**config.mk**
```make
export PLATFORM = sky130hd
export DESIGN_NAME = cpi_muldiv_flat
export DESIGN_NICKNAME = d
export VERILOG_FILES = /design/src/rtl/cpi_pkg.sv /design/src/rtl/cpi_muldiv_if.sv /design/src/rtl/cpi_muldiv_iter.sv /design/src/rtl/cpi_muldiv.sv /design/src/flat_wrapper.sv
export SDC_FILE = /design/constraint.sdc
export NUM_CORES = 1
export LEC_CHECK = 0
export ABC_AREA = 1
export CORE_ASPECT_RATIO = 0.7
export CORE_UTILIZATION = 50
export CTS_CLUSTER_DIAMETER = 150
export DETAILED_ROUTE_END_ITERATION = 8
export PLACE_DENSITY = 0.7
export SLEW_MARGIN = 20
export SYNTH_ARGS = -nofsm -noshare
export SYNTH_HDL_FRONTEND = slang
export SYNTH_SLANG_ARGS = --single-unit
```
**constraint.sdc**
```tcl
create_clock -name clk -period 5.8 [get_ports clk]
set_clock_uncertainty 0.1 [all_clocks]
set_input_delay 1.74 -clock clk [delete_from_list [all_inputs] [get_ports clk]]
set_output_delay 1.74 -clock clk [all_outputs]
set_load 0.05 [all_outputs]
```
**src/rtl/cpi_pkg.sv**
```systemverilog
// cpi_pkg: shared definitions for the CPI multiply/divide coprocessor.
//   - subop encodings (inst[27:24])
//   - default claimed major opcode
//   - fixed end-to-end latency of a legal operation
//   - FSM state encoding
package cpi_pkg;

  localparam logic [3:0] CP_OP_DEFAULT = 4'h6;

  localparam logic [3:0] SUB_MUL   = 4'd0;
  localparam logic [3:0] SUB_MULH  = 4'd1;
  localparam logic [3:0] SUB_MULHU = 4'd2;
  localparam logic [3:0] SUB_DIV   = 4'd3;
  localparam logic [3:0] SUB_DIVU  = 4'd4;
  localparam logic [3:0] SUB_REM   = 4'd5;
  localparam logic [3:0] SUB_REMU  = 4'd6;

  // cpi_ready lands this many cycles after the accepting cycle
  localparam int MULDIV_LAT = 34;

  typedef enum logic [1:0] {
    ST_IDLE = 2'd0,
    ST_BUSY = 2'd1,
    ST_FIX  = 2'd2,
    ST_DONE = 2'd3
  } state_t;

  function automatic logic sub_legal(input logic [3:0] s);
    return s <= SUB_REMU;
  endfunction

  function automatic logic sub_is_div(input logic [3:0] s);
    return (s == SUB_DIV) || (s == SUB_DIVU) || (s == SUB_REM) || (s == SUB_REMU);
  endfunction

  function automatic logic sub_is_signed(input logic [3:0] s);
    return (s == SUB_MULH) || (s == SUB_DIV) || (s == SUB_REM);
  endfunction

endpackage

```
**src/rtl/cpi_muldiv_if.sv**
```systemverilog
// cpi_muldiv_if: CPU <-> coprocessor (CPI) port.
//   master = CPU side: drives cpi_valid/cpi_inst/cpi_r1/cpi_r2
//   slave  = coprocessor side: drives cpi_ready/cpi_wait/cpi_data/cpi_drop
interface cpi_muldiv_if;
  logic        cpi_valid;
  logic [31:0] cpi_inst;
  logic [31:0] cpi_r1;
  logic [31:0] cpi_r2;
  logic        cpi_ready;
  logic        cpi_wait;
  logic [31:0] cpi_data;
  logic        cpi_drop;

  modport master (
    output cpi_valid, cpi_inst, cpi_r1, cpi_r2,
    input  cpi_ready, cpi_wait, cpi_data, cpi_drop
  );

  modport slave (
    input  cpi_valid, cpi_inst, cpi_r1, cpi_r2,
    output cpi_ready, cpi_wait, cpi_data, cpi_drop
  );
endinterface

```
**src/rtl/cpi_muldiv_iter.sv**
```systemverilog
// muldiv_iter: radix-2 iterative unsigned multiply / restoring divide engine.
//   clk, rst   clock, synchronous active-high reset
//   start_i    load operands, counter=31
//   step_i     perform one radix-2 step
//   div_i      1 = divide, 0 = multiply (sampled on start_i)
//   a_i, b_i   unsigned operands (multiplicand/multiplier or dividend/divisor)
//   acc_o      multiply: 64-bit product; divide: {remainder, quotient}
//   done_o     counter at 0: the current step is the last one
module muldiv_iter (
  input  logic        clk,
  input  logic        rst,
  input  logic        start_i,
  input  logic        step_i,
  input  logic        div_i,
  input  logic [31:0] a_i,
  input  logic [31:0] b_i,
  output logic [63:0] acc_o,
  output logic        done_o
);

  logic [63:0] acc_q, acc_d;
  logic [31:0] opnd_q, opnd_d;
  logic [4:0]  cnt_q, cnt_d;
  logic        div_q, div_d;

  logic [32:0] mul_sum;
  logic [32:0] trial;
  logic [32:0] diff;

  always_comb begin
    acc_d  = acc_q;
    opnd_d = opnd_q;
    cnt_d  = cnt_q;
    div_d  = div_q;

    // multiply: low half holds the multiplier bits still to consume
    mul_sum = {1'b0, acc_q[63:32]} + (acc_q[0] ? {1'b0, opnd_q} : 33'd0);
    // divide: partial remainder shifted left with the next dividend bit
    trial   = acc_q[63:31];
    diff    = trial - {1'b0, opnd_q};

    if (start_i) begin
      div_d  = div_i;
      opnd_d = div_i ? b_i : a_i;
      acc_d  = div_i ? {32'd0, a_i} : {32'd0, b_i};
      cnt_d  = 5'd31;
    end else if (step_i) begin
      if (div_q) begin
        // diff[32] set means trial < divisor: restore
        acc_d = diff[32] ? {trial[31:0], acc_q[30:0], 1'b0}
                         : {diff[31:0],  acc_q[30:0], 1'b1};
      end else begin
        acc_d = {mul_sum, acc_q[31:1]};
      end
      if (cnt_q != 5'd0) cnt_d = cnt_q - 5'd1;
    end
  end

  always_ff @(posedge clk) begin
    if (rst) begin
      acc_q  <= '0;
      opnd_q <= '0;
      cnt_q  <= '0;
      div_q  <= 1'b0;
    end else begin
      acc_q  <= acc_d;
      opnd_q <= opnd_d;
      cnt_q  <= cnt_d;
      div_q  <= div_d;
    end
  end

  assign acc_o  = acc_q;
  assign done_o = (cnt_q == 5'd0);

endmodule

```
**src/rtl/cpi_muldiv.sv**
```systemverilog
// cpi_muldiv: multiply/divide coprocessor on the CPI port.
//   clk, rst   clock, synchronous active-high reset
//   cpi        slave side of cpi_muldiv_if (request in, registered response out)
// Claims inst[31:28]==CP_OP; subop inst[27:24]. Legal ops answer at t0+34.
//
//   state | meaning
//   IDLE  | waiting for a claimed request (ignores valid one cycle after DONE)
//   BUSY  | 32 radix-2 steps in muldiv_iter
//   FIX   | sign correction and result select
//   DONE  | cpi_ready strobe (drop=1 legal, drop=0 illegal subop)
module cpi_muldiv
  import cpi_pkg::*;
#(
  parameter logic [3:0] CP_OP = CP_OP_DEFAULT,
  parameter int         XLEN  = 32
) (
  input logic           clk,
  input logic           rst,
  cpi_muldiv_if.slave   cpi
);

  state_t            state_q, state_d;
  logic [3:0]        sub_q, sub_d;
  logic              sa_q, sa_d, sb_q, sb_d;
  logic              div0_q, div0_d;
  logic [XLEN-1:0]   araw_q, araw_d;
  logic              guard_q, guard_d;
  logic              ready_q, ready_d;
  logic              wait_q, wait_d;
  logic              drop_q, drop_d;
  logic [XLEN-1:0]   data_q, data_d;

  logic              it_start, it_step, it_done;
  logic [2*XLEN-1:0] acc;

  logic [3:0]        in_sub;
  logic              in_sgn, a_neg, b_neg;
  logic [XLEN-1:0]   a_mag, b_mag;
  logic [2*XLEN-1:0] prod;
  logic [XLEN-1:0]   res;

  always_comb begin
    in_sub = cpi.cpi_inst[27:24];
    in_sgn = sub_is_signed(in_sub);
    a_neg  = in_sgn & cpi.cpi_r1[XLEN-1];
    b_neg  = in_sgn & cpi.cpi_r2[XLEN-1];
    a_mag  = a_neg ? (XLEN'(0) - cpi.cpi_r1) : cpi.cpi_r1;
    b_mag  = b_neg ? (XLEN'(0) - cpi.cpi_r2) : cpi.cpi_r2;
  end

  // Divide by zero skips sign fix: quotient all ones, remainder is raw A.
  always_comb begin
    prod = (sa_q ^ sb_q) ? ((2*XLEN)'(0) - acc) : acc;
    res  = '0;
    case (sub_q)
      SUB_MUL:             res = prod[XLEN-1:0];
      SUB_MULH, SUB_MULHU: res = prod[2*XLEN-1:XLEN];
      SUB_DIV, SUB_DIVU:
        res = div0_q ? '1
            : ((sa_q ^ sb_q) ? (XLEN'(0) - acc[XLEN-1:0]) : acc[XLEN-1:0]);
      SUB_REM, SUB_REMU:
        res = div0_q ? araw_q
            : (sa_q ? (XLEN'(0) - acc[2*XLEN-1:XLEN]) : acc[2*XLEN-1:XLEN]);
      default:             res = '0;
    endcase
  end

  always_comb begin
    state_d  = state_q;
    sub_d    = sub_q;
    sa_d     = sa_q;
    sb_d     = sb_q;
    div0_d   = div0_q;
    araw_d   = araw_q;
    guard_d  = 1'b0;
    ready_d  = 1'b0;
    wait_d   = 1'b0;
    drop_d   = 1'b0;
    data_d   = '0;
    it_start = 1'b0;
    it_step  = 1'b0;

    case (state_q)
      ST_IDLE: begin
        if (!guard_q && cpi.cpi_valid && cpi.cpi_inst[31:28] == CP_OP) begin
          if (sub_legal(in_sub)) begin
            it_start = 1'b1;
            sub_d    = in_sub;
            sa_d     = a_neg;
            sb_d     = b_neg;
            div0_d   = (cpi.cpi_r2 == '0);
            araw_d   = cpi.cpi_r1;
            wait_d   = 1'b1;
            state_d  = ST_BUSY;
          end else begin
            ready_d  = 1'b1;
            state_d  = ST_DONE;
          end
        end
      end
      ST_BUSY: begin
        if (!cpi.cpi_valid) begin
          state_d = ST_IDLE;
        end else begin
          it_step = 1'b1;
          wait_d  = 1'b1;
          if (it_done) state_d = ST_FIX;
        end
      end
      ST_FIX: begin
        if (!cpi.cpi_valid) begin
          state_d = ST_IDLE;
        end else begin
          ready_d = 1'b1;
          drop_d  = 1'b1;
          data_d  = res;
          state_d = ST_DONE;
        end
      end
      ST_DONE: begin
        // CPU drops valid one cycle after seeing ready; skip that cycle
        guard_d = 1'b1;
        state_d = ST_IDLE;
      end
      default: state_d = ST_IDLE;
    endcase
  end

  always_ff @(posedge clk) begin
    if (rst) begin
      state_q <= ST_IDLE;
      sub_q   <= '0;
      sa_q    <= 1'b0;
      sb_q    <= 1'b0;
      div0_q  <= 1'b0;
      araw_q  <= '0;
      guard_q <= 1'b0;
      ready_q <= 1'b0;
      wait_q  <= 1'b0;
      drop_q  <= 1'b0;
      data_q  <= '0;
    end else begin
      state_q <= state_d;
      sub_q   <= sub_d;
      sa_q    <= sa_d;
      sb_q    <= sb_d;
      div0_q  <= div0_d;
      araw_q  <= araw_d;
      guard_q <= guard_d;
      ready_q <= ready_d;
      wait_q  <= wait_d;
      drop_q  <= drop_d;
      data_q  <= data_d;
    end
  end

  muldiv_iter u_iter (
    .clk     (clk),
    .rst     (rst),
    .start_i (it_start),
    .step_i  (it_step),
    .div_i   (sub_is_div(in_sub)),
    .a_i     (a_mag),
    .b_i     (b_mag),
    .acc_o   (acc),
    .done_o  (it_done)
  );

  assign cpi.cpi_ready = ready_q;
  assign cpi.cpi_wait  = wait_q;
  assign cpi.cpi_data  = data_q;
  assign cpi.cpi_drop  = drop_q;

endmodule

```
**src/flat_wrapper.sv**
```systemverilog
// flat-port wrapper written by rule: the top's interface ports become plain ports
module cpi_muldiv_flat import cpi_pkg::*;
#(
  parameter logic [3:0] CP_OP = CP_OP_DEFAULT,
  parameter int         XLEN  = 32
)
  (clk, rst, cpi_cpi_valid, cpi_cpi_inst, cpi_cpi_r1, cpi_cpi_r2, cpi_cpi_ready, cpi_cpi_wait, cpi_cpi_data, cpi_cpi_drop);
  cpi_muldiv_if cpi_i ();
  input logic clk;
  input logic rst;
  input wire logic [$bits(cpi_i.cpi_valid)-1:0] cpi_cpi_valid;
  input wire logic [$bits(cpi_i.cpi_inst)-1:0] cpi_cpi_inst;
  input wire logic [$bits(cpi_i.cpi_r1)-1:0] cpi_cpi_r1;
  input wire logic [$bits(cpi_i.cpi_r2)-1:0] cpi_cpi_r2;
  output wire logic [$bits(cpi_i.cpi_ready)-1:0] cpi_cpi_ready;
  output wire logic [$bits(cpi_i.cpi_wait)-1:0] cpi_cpi_wait;
  output wire logic [$bits(cpi_i.cpi_data)-1:0] cpi_cpi_data;
  output wire logic [$bits(cpi_i.cpi_drop)-1:0] cpi_cpi_drop;
  assign cpi_i.cpi_valid = cpi_cpi_valid;
  assign cpi_i.cpi_inst = cpi_cpi_inst;
  assign cpi_i.cpi_r1 = cpi_cpi_r1;
  assign cpi_i.cpi_r2 = cpi_cpi_r2;
  assign cpi_cpi_ready = cpi_i.cpi_ready;
  assign cpi_cpi_wait = cpi_i.cpi_wait;
  assign cpi_cpi_data = cpi_i.cpi_data;
  assign cpi_cpi_drop = cpi_i.cpi_drop;
  cpi_muldiv #(.CP_OP(CP_OP), .XLEN(XLEN)) u_core (.clk(clk), .rst(rst), .cpi(cpi_i));
endmodule
```
After elaboration in Yosys (flattened, before gate mapping)
Cells that the tools add are included.
- $add $sub $neg: 8
- magnitude comparators: 1
- equality and inequality tests: 17
- muxes and demuxes: 34
- bitwise gates (word level): 5
- reduce and logical (&&, ||, !) cells: 23
- operator list (cell ; number):
    $mux W64 ; 5
    $mux W32 ; 9
    $pmux W32 S4 ; 1
    $sub A1 B32 Y32 const A ; 4
    $sub A1 B64 Y64 const A ; 1
    $add A32 B33 Y33 ; 1
    $sub A33 B32 Y33 ; 1
    $logic_not A32 Y1 ; 1
    $eq A4 B3 Y1 const B ; 7
    $mux W5 ; 3
    $eq A4 B2 Y1 const B ; 3
    $mux W2 ; 5
    $eq A4 B1 Y1 const B ; 2
    $mux W1 ; 8
    $pmux W2 S4 ; 1
    $reduce_or A2 Y1 ; 4
    $logic_not A5 Y1 ; 1
    $logic_or A1 B1 Y1 ; 5
    $reduce_bool A5 Y1 ; 1
    $sub A5 B1 Y5 const B ; 1
    $eq A2 B2 Y1 const B ; 2
    $le A4 B3 Y1 const B ; 1
    $logic_not A4 Y1 ; 1
    $pmux W1 S2 ; 2
    13 further kinds ; 18
- flip-flop bits (word level): 179
- bits of input ports: 99
- output and inout port bits: 35
- logic and storage cells: 103

Longest topological paths before layout
- depth in word-level cells: 7
- mapped depth: 21
- gate-level depth less buffers: 19

Hierarchy
A second synthesis with hierarchy kept.
- cell total of the unflattened synthesis: 3322
- area, all modules: 18438.9 µm²
- by module, submodules not included (module ; times used ; cells each ; area an instance (µm²) ; sequential area each (µm²)):
    muldiv_iter ; 1 ; 1840 ; 10324.9 ; 2042.0
    cpi_muldiv ; 1 ; 1482 ; 8114.0 ; 1541.5

Worst setup path before layout
Ideal clock, no wire load.
- kind: input to register
- from: input cpi_cpi_r1[1]
- to: register u_core.u_iter.acc_q[26] (netlist: u_core.u_iter.acc_o[26])
- data arrival time: 3.284 ns
- slack: 2.305 ns
- stages on the path: 17
- buffers on the path: 0
- cells stage by stage: inv_1 > ha_1 > nand2_1 > nor2_1 > nand2_1 > nor2_1 > nand2_1 > nand2_1 > o21ai_1 > nor2_1 > o21ai_0 > nand2_1 > nand2_1 > nand2_1 > nand3_1 > nand3_1 > inv_1
- word-level cells in the longest chain between the ends: 4
- ends and longest elaborated chain (what ; RTL line ; source):
    start: declaration ; flat_wrapper.sv:13 ; input wire logic [$bits(cpi_i.cpi_r1)-1:0] cpi_cpi_r1;
    $sub A1 B32 Y32 ; cpi_muldiv.sv:47 ; a_mag = a_neg ? (XLEN'(0) - cpi.cpi_r1) : cpi.cpi_r1;
    $mux W32 ; cpi_muldiv.sv:47 ;
    $mux W32 ; cpi_muldiv_iter.sv:45 ; acc_d = div_i ? {32'd0, a_i} : {32'd0, b_i};
    $mux W64 ; cpi_muldiv_iter.sv:42 ; if (start_i) begin
    end signal: assignment ; cpi_muldiv_iter.sv:61 ; acc_q <= '0;
    end signal: assignment ; cpi_muldiv_iter.sv:66 ; acc_q <= acc_d;
    end: declaration ; cpi_muldiv_iter.sv:21 ; logic [63:0] acc_q, acc_d;
Every way passes these cells.
A chain may end at the register's enable or synchronous reset.

Worst setup path in the final report
- from: input cpi_cpi_r1[0]
- to: register u_core.u_iter.opnd_q[26]
- word-level cells in the longest chain between the ends: 3
- ends and longest elaborated chain (what ; RTL line ; source):
    $sub A1 B32 Y32 ; cpi_muldiv.sv:47 ;
    $mux W32 ; cpi_muldiv.sv:47 ;
    $mux W32 ; cpi_muldiv_iter.sv:44 ; opnd_d = div_i ? b_i : a_i;
    end signal: assignment ; cpi_muldiv_iter.sv:67 ; opnd_q <= opnd_d;
    end: declaration ; cpi_muldiv_iter.sv:22 ; logic [31:0] opnd_q, opnd_d;
Every way passes these cells.

==> key figures <==
Clock network
  • Clock Path Buffers: 2
  • Clock sink total: roughly 180
  • Htree depth: 4
  • CTS resizes: 0
  • # hold bufs at CTS: 0
  • CTS tree: built
  • Worst-path clk slew: ~0.07 ns
  • Cts bufs inserted: 17
  • CTS Root Cell: clkbuf_16
  • # Post-CTS Setup Buffers: 0
  • Skew-Pair Late Insertion Delay: 0.47 ns

Final layout
  • Final net count: roughly 3400
  • Most common cell after layout, fill and taps aside: nand2_1
  • P&R area growth vs syn: 11.5%
  • Most frequent cells in the layout: nand2_1, inv_1, nor2_1
  • Design Area, Final: ~0.020 mm2
  • Ant. Diodes: 0
  • Share of layout cells above drive strength 1: 0.0353

Drt
  • Vias/cell: 6.07
  • Drt first-iter violations: 3945
  • Drt drc: 17
  • First-pass DRT Iterations: 9
  • WL/cell: between 20 and 25 um
  • Post-route ant nets: 0
  • Via count: roughly 23000
  • Overall routed net length: between 80000 and 90000 um

Worst setup path
  • R2R Path Start: u_core.u_iter.acc_o[0]
  • CP cell instances: clkdlybuf4s50_1 -> inv_1 -> ha_1 -> nand2_1 -> nor2_1 -> nand2_1 -> nor2_1 -> nand2_1 -> nand2_1 -> o21ai_1 -> nor2_1 -> o211ai_1 -> a21oi_1 -> o21ai_0 -> inv_1
  • CP bufs+invs: 3
  • Reg2Reg Depth: 14
  • R2R Setup Slk: about 1.6 ns
  • Largest delay share family, worst path: simple AND/OR/NAND/NOR gates
  • Slowest cell on crit path: clkdlybuf4s50_1
  • Cell mode on critical path: nand2_1
  • Critical path type: in2reg
  • Crit Path Max Fanout: 4
  • CP Launch Type: primary input
  • Crit path DAT: between 4 and 5 ns
  • RR Endpoint: u_core.u_iter.acc_o[46]
  • Critical path endpoint category: register
  • Worst EP required: between 6 and 7 ns
  • Slowest stage delay, CP: about 0.60 ns

Power
  • Pleak: 0.00978 uW
  • Worst vdd ir: about 150 uV
  • PwrDens: around 160 mW/mm2
  • Post-route total power: roughly 3300 uW

Die
  • Row cnt: 57
  • Num ports: about 130
  • Starting Density: 0.510
  • Die area: around 0.036 mm2
  • Die Ht: 160 um
  • Placeable Area: 0.0349 mm2
  • DIE WIDTH: around 230 um

Global routing
  • First-pass GRT wire length: roughly 120000 um
  • GRT Total Usage: 0.445
  • Grt total ovfl: 0
  • Initial antenna violation count: 2
  • Number of global-route vias before repair: 19441
  • Largest net degree at the start of global routing: 76

Placement
  • Hpwl dp: 65900 um
  • Area after DPL: approximately 0.019 mm2
  • Port Buf Inserts: between 100 and 150
  • Final GP Congestion: approximately 1.1

STA
  • Final Cycle Share: 0.732
  • Max-slew violations: 0
  • Crit path time final: between 4 and 5 ns
  • Maximum clock rate: approximately 240 MHz
  • Unrepaired setup endpoints after global routing: false
  • Setup TNS: 0 ns
  • Hold slack: around 0.39 ns
  • Slew @ Worst Pin: between 1 and 1.5 ns
  • Final setup fails: 0
  • Rel. slew slack: 0.242
  • Final Hold Fails: 0

Status
  • Status: finished with violations
  • Failing checks: DRC

Synthesis
  • Mapped Nets: between 3000 and 4000
  • Yosys warning count: 0
  • Distinct cell type count after synthesis: a little over 50
  • Cell area after synthesis: 0.0178 mm2
  • Sequential element share of the synthesized area: 0.201
  • Seq cells post-synth: about 180
  • Synth Area per Inst: roughly 5.6 um2
  • Cells after synthesis: 3194

Run
  • Max cap viols: 0

Hold path
  • Worst Hold Depth: 2
  • HP Start: u_core.u_iter.cnt_q[4]
  • Worst hold path endpoint: u_core.u_iter.cnt_q[4]
  • Worst Hold Class: reg2reg
==> power by group <==
part           switching (uW)  internal (uW)
clock network             573            633
registers                49.5           1250
logic                     539            229
total                    1160           2110
==> cell usage after synthesis (all sizes together) <==
cell / instances / share of area
nand4: 40 / 0.014
clkinv: 6 / 0.0013
o22ai: 3 / 0.0011
nand3b: 9 / 0.0038
buf: 38 / 0.011
nand3: 278 / 0.078
nand2: 939 / 0.20
o21ai: 223 / 0.063
a32o: 2 / 0.0011
or2: 18 / 0.0063
inv: 474 / 0.10
clkbuf: 75 / 0.016
dfxtp: 179 / 0.20
fa: 2 / 0.0023
o221ai: 4 / 0.0020
a21o: 3 / 0.0013
and3: 1 / 0.00035
and2: 1 / 0.00035
nand2b: 1 / 0.00035
a31oi: 22 / 0.0081
a31o: 3 / 0.0015
a21oi: 184 / 0.052
ha: 70 / 0.049
nor2: 373 / 0.080
o211ai: 35 / 0.015
a2111oi: 1 / 0.00049
a41oi: 8 / 0.0039
o21a: 3 / 0.0013
a221oi: 27 / 0.013
o31ai: 4 / 0.0017
o21bai: 10 / 0.0042
a22oi: 8 / 0.0034
nor4: 11 / 0.0039
xnor2: 19 / 0.0094
nor3: 49 / 0.015
xor2: 71 / 0.035
==> worst register-to-register path, delay by kind of cell (launching register included) <==
kind / cells / cell delay [ns]
AND/OR/NAND/NOR: 6 / 0.70
flip-flops: 1 / 1.07
AO/OA/AOI/OAI: 4 / 1.51
adder cells (fa/ha/maj): 1 / 0.22
buffers and inverters: 3 / 0.52
==> cell type report <==
cell class,count,area [um2]
timing repair buffer,141,1330
clock inverter,12,119
sequential,179,3580
tap,472,591
fill,3597,15000
inverter,480,1800
multi-input combinational,2422,11900
clock buffer,20,467
==> through the flow <==
step,instances,utilization,setup slack [ns]
finish,3726,0.569,1.55
global route,3726,0.569,1.35
CTS,3726,0.569,1.66
detailed placement,3694,0.552,1.19
global placement,3694,0.552,1.22
floorplan,3194,-,2.31
==> sequential cells by signal (all words and copies together) (netlist names) <==
name and flops:
u_core.araw_q 32, u_core.cpi.cpi_data 32, u_core.cpi.cpi_drop 1, u_core.cpi.cpi_ready 1, u_core.cpi.cpi_wait 1, u_core.div0_q 1, u_core.guard_q 1, u_core.sa_q 1
u_core.sb_q 1, u_core.state_q 2, u_core.sub_q 4, u_core.u_iter.acc_o 64, u_core.u_iter.cnt_q 5, u_core.u_iter.div_q 1, u_core.u_iter.opnd_q 32
==> layer usage <==
| layer | wire (um) | global-route usage | vias up |
|---|---|---|---|
| met5 | 99 | 0.0175 | - |
| met4 | 2620 | 0.117 | 4 |
| met2 | 29800 | 0.561 | 1731 |
| met1 | 34600 | 0.664 | 10302 |
| met3 | 15200 | 0.193 | 195 |
| li1 | - | - | 10387 |
==> how the worst max path moves through the flow <==
stage | endpoint | slack (ns) | start | cells after the start
after floorplan | u_core.u_iter.acc_o[26] | 2.31 | cpi_cpi_r1[1] | 17
after global placement | u_core.u_iter.opnd_q[26] | 1.22 | cpi_cpi_inst[26] | 13
after detailed placement | u_core.u_iter.opnd_q[26] | 1.19 | cpi_cpi_inst[26] | 13
after CTS | u_core.u_iter.opnd_q[26] | 1.66 | cpi_cpi_inst[26] | 13
after global routing | u_core.u_iter.opnd_q[26] | 1.35 | cpi_cpi_inst[26] | 13
final | u_core.u_iter.opnd_q[26] | 1.55 | cpi_cpi_r1[0] | 15
==> cell families (layout without fill, tap and decap cells) <==
logic type                 Yosys count  count (layout)  synth area share
AOI/OAI and AO/OA                  540             540             0.173
xor gates and xnor gates            90              90            0.0443
DFF                                179             179             0.201
buffers and inverters              593             653             0.128
and+or+nand+nor                   1720            1720             0.402
adders and majority gates           72              72            0.0515
Note: power is estimated with default switching activity, not from simulation.
